===== src/rtl/demux_32bit_4canales_pkg.sv =====
// ---------------------------------------------------------------------------
// demux_32bit_4canales_pkg
// Shared definitions for the 4-channel word demultiplexer:
//   DEFAULT_WIDTH : default data word width in bits
//   NUM_CH        : number of output channels (the design is fixed at 4)
//   CNT_WIDTH     : width of the accepted-word counter
//   ch_sel_t      : 2-bit channel index used for in_sel and rr_ptr
// ---------------------------------------------------------------------------
package demux_32bit_4canales_pkg;

    localparam int DEFAULT_WIDTH = 32;
    localparam int NUM_CH        = 4;
    localparam int CNT_WIDTH     = 16;

    // A 2-bit index covers exactly the four channels, so incrementing it
    // wraps 3 -> 0 on its own.
    typedef logic [1:0] ch_sel_t;

endpackage : demux_32bit_4canales_pkg


===== src/rtl/demux_32bit_4canales_canal.sv =====
// ---------------------------------------------------------------------------
// canal_salida
// One output channel: a single-entry holding register with a valid flag.
// Ports:
//   clk, reset  : clock and asynchronous active-high reset
//   load        : write load_data into the register this edge
//   load_data   : word to store
//   out_ready   : consumer takes the held word this cycle
//   out_valid   : register holds a word
//   out_data    : held word (kept stable until a new load)
// ---------------------------------------------------------------------------
module canal_salida
    import demux_32bit_4canales_pkg::*;
#(
    parameter int WIDTH = DEFAULT_WIDTH
) (
    input  logic             clk,
    input  logic             reset,
    input  logic             load,
    input  logic [WIDTH-1:0] load_data,
    input  logic             out_ready,
    output logic             out_valid,
    output logic [WIDTH-1:0] out_data
);

    // A load wins over a drain so that a simultaneous drain+load keeps the
    // channel full with the new word and no bubble appears. After a plain
    // drain the data register keeps its old contents; only valid clears.
    always_ff @(posedge clk or posedge reset) begin
        if (reset) begin
            out_valid <= 1'b0;
            out_data  <= '0;
        end else if (load) begin
            out_valid <= 1'b1;
            out_data  <= load_data;
        end else if (out_valid && out_ready) begin
            out_valid <= 1'b0;
        end
    end

endmodule : canal_salida


===== src/rtl/demux_32bit_4canales.sv =====
// ---------------------------------------------------------------------------
// demux_32bit_4canales
// Routes each accepted input word to one of four single-entry output
// channels, chosen either by in_sel or by an internal round-robin pointer.
// Ports:
//   clk, reset            : clock and asynchronous active-high reset
//   in_valid / in_ready   : input handshake (in_ready is combinational)
//   in_data               : input word
//   in_sel                : destination channel when auto_mode = 0
//   auto_mode             : 1 = round-robin destination, in_sel ignored
//   out_valid[3:0]        : per-channel "holds a word" flags
//   out_ready[3:0]        : per-channel consumer take signals
//   out_data0..out_data3  : held words of channels 0..3
//   rr_ptr                : next round-robin destination
//   xfer_count            : number of accepted input words (wraps)
// ---------------------------------------------------------------------------
module demux_32bit_4canales
    import demux_32bit_4canales_pkg::*;
#(
    parameter int WIDTH = DEFAULT_WIDTH,
    parameter int NCH   = NUM_CH
) (
    input  logic                 clk,
    input  logic                 reset,
    input  logic                 in_valid,
    output logic                 in_ready,
    input  logic [WIDTH-1:0]     in_data,
    input  ch_sel_t              in_sel,
    input  logic                 auto_mode,
    output logic [3:0]           out_valid,
    input  logic [3:0]           out_ready,
    output logic [WIDTH-1:0]     out_data0,
    output logic [WIDTH-1:0]     out_data1,
    output logic [WIDTH-1:0]     out_data2,
    output logic [WIDTH-1:0]     out_data3,
    output ch_sel_t              rr_ptr,
    output logic [CNT_WIDTH-1:0] xfer_count
);

    ch_sel_t          target;
    logic             xfer;
    logic [3:0]       load;
    logic [WIDTH-1:0] data_q [4];

    // The destination follows auto_mode in the same cycle it changes; the
    // pointer itself is never touched by a mode switch.
    always_comb begin
        target   = auto_mode ? rr_ptr : in_sel;
        in_ready = ~out_valid[target] | out_ready[target];
        xfer     = in_valid & in_ready;
        load     = '0;
        load[target] = xfer;
    end

    // Only the target channel can be loaded; every channel drains on its own.
    for (genvar i = 0; i < NCH; i++) begin : g_canal
        canal_salida #(
            .WIDTH(WIDTH)
        ) u_canal (
            .clk      (clk),
            .reset    (reset),
            .load     (load[i]),
            .load_data(in_data),
            .out_ready(out_ready[i]),
            .out_valid(out_valid[i]),
            .out_data (data_q[i])
        );
    end

    assign out_data0 = data_q[0];
    assign out_data1 = data_q[1];
    assign out_data2 = data_q[2];
    assign out_data3 = data_q[3];

    // The round-robin pointer advances only on auto-mode transfers, so a
    // stalled channel holds the pointer instead of being skipped. The word
    // counter counts every transfer and wraps naturally at its width.
    always_ff @(posedge clk or posedge reset) begin
        if (reset) begin
            rr_ptr     <= '0;
            xfer_count <= '0;
        end else if (xfer) begin
            xfer_count <= xfer_count + 1'b1;
            if (auto_mode) begin
                rr_ptr <= rr_ptr + 1'b1;
            end
        end
    end

endmodule : demux_32bit_4canales


===== config.mk =====
export PLATFORM = sky130hd
export DESIGN_NAME = demux_32bit_4canales
export DESIGN_NICKNAME = d
export VERILOG_FILES = /design/src/rtl/demux_32bit_4canales_pkg.sv /design/src/rtl/demux_32bit_4canales_canal.sv /design/src/rtl/demux_32bit_4canales.sv
export SDC_FILE = /design/constraint.sdc
export NUM_CORES = 1
export LEC_CHECK = 0
export CAP_MARGIN = 10
export CORE_MARGIN = 4
export CORE_UTILIZATION = 51
export CTS_BUF_LIST = sky130_fd_sc_hd__clkbuf_8
export DETAILED_ROUTE_END_ITERATION = 7
export PLACE_DENSITY = 0.85
export SYNTH_ARGS = -nofsm -noshare
export SYNTH_HDL_FRONTEND = slang
export SYNTH_SLANG_ARGS = --single-unit

===== constraint.sdc =====
create_clock -name clk -period 13.4 [get_ports clk]
set_input_delay 2.01 -clock clk [delete_from_list [all_inputs] [get_ports clk]]
set_output_delay 2.01 -clock clk [all_outputs]
set_load 0.05 [all_outputs]

**Word level (Yosys, flattened, before mapping)**

Cells that the tools add are included.

- Multiplexer cells: 15
- $add $sub $neg: 2
- Bitwise logic cells: 4
- Magnitude comparators: 2
- Reductions and logical operators: 10

Operator list:

| kind | count |
|---|---|
| adder 16 x 1 -> 16 bit, second input constant | 1 |
| 2-to-1 mux 1 bit | 11 |
| nonzero test 2 bit | 4 |
| logical AND 1 bit | 5 |
| AND 4 bit | 1 |
| binary-select mux 1 bit (select 2 bit) | 2 |
| < comparator 2 x 3 -> 1 bit, second input constant | 1 |
| adder 2 x 1 -> 2 bit, second input constant | 1 |
| demux 1 bit (select 2 bit) | 1 |
| greater-or-equal comparator 2 x 1 -> 1 bit, second input constant | 1 |
| 2-to-1 mux 2 bit | 1 |
| AND reduction 2 bit | 1 |
| AND 1 bit | 1 |
| inverter 1 bit | 1 |
| OR 1 bit | 1 |

- Output and inout port bits: 151
- Bits in registers: 150
- Input port bits: 42

**Longest topological paths before layout**

- Word-level depth: 8
- Mapped depth: 6
- Gate-level depth less buffers: 6

**By module**

A second synthesis with hierarchy kept.

- Cell total of the unflattened synthesis: 375
- Area total of the unflattened synthesis: 6478.7 um^2

Modules (own cells, without submodules):

| module | cells each | instances | area an instance (um^2) |
|---|---|---|---|
| canal_salida | 72 | 4 | 1381.3 |
| demux_32bit_4canales | 87 | 1 | 953.4 |

**Least setup slack after synthesis**

Ideal clock, no wire load.

- Path type: input to output
- From: input port auto_mode
- To: output port in_ready
- Data required time: 11390 ps
- Slack: 8513 ps
- Stages on the path: 4
- Buffers on the path: 0
- Arrival: 2877 ps
- Path through: mux2i_4 -> mux2i_1 -> mux2_4 -> inv_4

- Cells in the longest elaborated chain, start to end: 5
- Elaborated cells on any way between the ends: 7
- Classes of those cells: 5 x mux; 2 x bitwise

Ends and longest elaborated chain:

| element | line | RTL |
|---|---|---|
| from (decl) | demux_32bit_4canales.sv:29 | `input logic auto_mode,` |
| 2-to-1 mux 2 bit (*) | demux_32bit_4canales.sv:48 | `target = auto_mode ? rr_ptr : in_sel;` |
| binary-select mux 1 bit (select 2 bit) | demux_32bit_4canales.sv:49 | `in_ready = ~out_valid[target] \| out_ready[target];` |
| 2-to-1 mux 1 bit (implied by the code) | demux_32bit_4canales.sv:49 |  |
| inverter 1 bit | demux_32bit_4canales.sv:49 |  |
| OR 1 bit (*) | demux_32bit_4canales.sv:49 |  |
| to (decl) | demux_32bit_4canales.sv:26 | `output logic in_ready,` |

Every way passes the cells marked *; elsewhere a longest branch is shown, timed or not. The select of a mux whose other input is x is not followed.

**Worst setup path in the final report**

Same ends and word-level chain as after synthesis.

==> flow_metrics.env <==
export IMPL_postCtsSetupBuffers=0
export IMPL_async_reset_ff_frac=1.00
export IMPL_synth_edf_count=0
export IMPL_core_area_um2=11000
export IMPL_fp_dieW_um=115
export IMPL_hp_class="flop to flop"
export IMPL_whs_path_depth=1
export IMPL_final_max_slew_viol_count=0
export IMPL_cts_root_buf="clkbuf_8"
export IMPL_multi_input_area_um2=1950
export IMPL_n_antenna_cell=0
export IMPL_grt_pass1_vias=4298
export IMPL_worst_pin_slew_ns=1.13
export IMPL_grt_pass1_wl_um=23200
export IMPL_worst_clock_skew_ns=0.00783
export IMPL_setup_violations=0
export IMPL_cap_violations=0
export IMPL_drt_total_wl_um=14500
export IMPL_dr_total_vias=3882
export IMPL_worst_endpoint_arrival_ns=4.45
export IMPL_die_area_um2=13200
export IMPL_placed_cells=690
export IMPL_yosysTopAreaCellShare=0.646
export IMPL_instances_no_fill=722
export IMPL_syn_nets=413
export IMPL_syn_inst=370
export IMPL_rows=38
export IMPL_fillers=700
export IMPL_synth_yosys_seq_area_share=0.646
export IMPL_tns_ns=0
export IMPL_final_hold_viol_count=0
export IMPL_ys_ff_latch=150
export IMPL_post_route_min_period_ns=6.46
export IMPL_cts_hold_buffers=0
export IMPL_synth_area_leader_cell="dfrtp_1"
export IMPL_yosys_warnings=0
export IMPL_path_depth=6
export IMPL_worst_path_max_fanout=7
export IMPL_die_height_um=115
export IMPL_cpLargestDelayFamily="buffers and inverters"
export IMPL_crit_chain="clkdlybuf4s50_1, mux2i_4, mux2i_1, mux2_4, inv_4, clkdlybuf4s50_1"
export IMPL_syn2layout_area_growth_pct=43.0
export IMPL_grt_setup_unrepaired="no"
export IMPL_clk_pin_slew_ns=0.08
export IMPL_synth_ff_type="dfrtp_1"
export IMPL_endpoint_kind="output pin"
export IMPL_required_ns=11.39
export IMPL_cts_tree="built"
export IMPL_status="finished clean"
export IMPL_startpoint_type="primary input"
export IMPL_overflow=0
export IMPL_postSynthAreaPerCell_um2=15.7
export IMPL_crit_top_cell="clkdlybuf4s50_1"
export IMPL_synth_area_top_cells="dfrtp_1 (65%), mux2_2 (25%), xnor2_1 (1.5%)"
export IMPL_fin_nets=612
export IMPL_mostFrequentLayoutCells="clkdlybuf4s50_1 (192), dfrtp_1 (150), mux2_2 (130), clkbuf_8 (18), nand2_1 (13)"
export IMPL_hold_slack_ns=0.474
export IMPL_cts_sinks=150
export IMPL_ioPinCount=193
export IMPL_drc=0
export IMPL_register_area_um2=3750
export IMPL_grt_max_degree=78
export IMPL_antenna_found_initial=0
export IMPL_wl_per_cell_um=20.1
export IMPL_timing_slew_headroom=0.246
export IMPL_synth_distinct_cells=24
export IMPL_gp_congestion=0.783
export IMPL_start_util=0.529
export IMPL_drtIter0Drc=158
export IMPL_cts_buffer_depth=2
export IMPL_clkLatencyLatePin_ns=0.44
export IMPL_port_buffers=192
export IMPL_hpwl_um=10100
export IMPL_cts_resized=0
export IMPL_path_class="primary input to output pin"
export IMPL_slowest_stage="clkdlybuf4s50_1"
export IMPL_syn_cell_area_um2=5810
export IMPL_layout_drive_gt1_share=0.296
export IMPL_layout_commonest_cell="clkdlybuf4s50_1"
export IMPL_viasPerCell=5.38
export IMPL_h_tree_depth=4
export IMPL_worstRegToRegCells=4
export IMPL_numCtsBuffers=17
export IMPL_crit_buf_inv=3
export IMPL_first_pass_iters=4
export IMPL_cp_slowest_stage_delay_ns=0.81
export IMPL_max_freq_mhz=155
export IMPL_track_usage=0.232
export IMPL_antenna_left=0
export IMPL_fin_crit_sh=0.482
## cell usage after synthesis, types with 4 or more instances
| cell | instances |
|---|---|
| nand4_1 | 8 |
| buf_2 | 12 |
| nor3_1 | 4 |
| nand3_1 | 7 |
| xnor2_1 | 10 |
| mux2_2 | 130 |
| nand2b_1 | 4 |
| nand2_1 | 13 |
| xor2_1 | 7 |
| dfrtp_1 | 150 |
| buf_4 | 4 |
| nor2_1 | 4 |
## cells by family after synthesis
family,after synthesis,synth area share
flip-flops,150,0.646
multiplexers,135,0.264
AND/OR/NAND/NOR,46,0.0422
buffers and inverters,20,0.0185
XOR/XNOR,17,0.0256
AO/OA/AOI/OAI,1,0.00151
adder cells (fa/ha/maj),1,0.00215
## sequential cells by signal, summed over array words and instances, names as in the netlist
name                       flops
g_canal.u_canal.out_data     128
xfer_count                    16
g_canal.u_canal.out_valid      4
rr_ptr                         2
## metal layers
| metal | GRT usage | share of wire |
|---|---|---|
| met5 | 0 | 0 |
| met4 | 0.0915 | 0.027 |
| met3 | 0.0988 | 0.093 |
| met2 | 0.387 | 0.51 |
| met1 | 0.267 | 0.37 |
## final timing paths
path / slack [ns] / from / to
setup / recovery: 6.94 / auto_mode / in_ready
hold / removal: 0.47 / xfer_count[15] / xfer_count[15]
setup reg to reg: 10.73 / rr_ptr[0] / g_canal[0].u_canal.out_data[2]
hold reg to reg: 0.47 / xfer_count[15] / xfer_count[15]
max in group asynchronous: 9.95 / reset / g_canal[0].u_canal.out_data[17]
min in group asynchronous: 2.03 / reset / g_canal[1].u_canal.out_data[10]
## worst register-to-register path: stages (launching register included)
cell	delay (ns)
dfrtp_1	0.44
mux2i_1	0.28
nand4_1	0.93
buf_4	0.59
mux2_2	0.31
## final cells by class
type / count / area share
tap: 140 / 0.0211
clock buffer: 18 / 0.0298
clock inverter: 14 / 0.0248
sequential: 150 / 0.452
multi-input combinational: 200 / 0.234
timing repair buffer: 197 / 0.236
inverter: 3 / 0.00226
## metrics by stage
stage                     worst slack [ns]  instance area (µm²)   util
after global routing                  6.86                 8310  0.756
after detailed placement              6.96                 7850  0.715
final                                 6.94                 8310  0.756
after global placement                7.03                 7850  0.715
after floorplan                       7.35                 5810      -
after CTS                             6.96                 8310  0.756
Power is left out: the tool's default activity adds up to more than one toggle a clock period on the data nets, which glitch-free logic cannot reach.
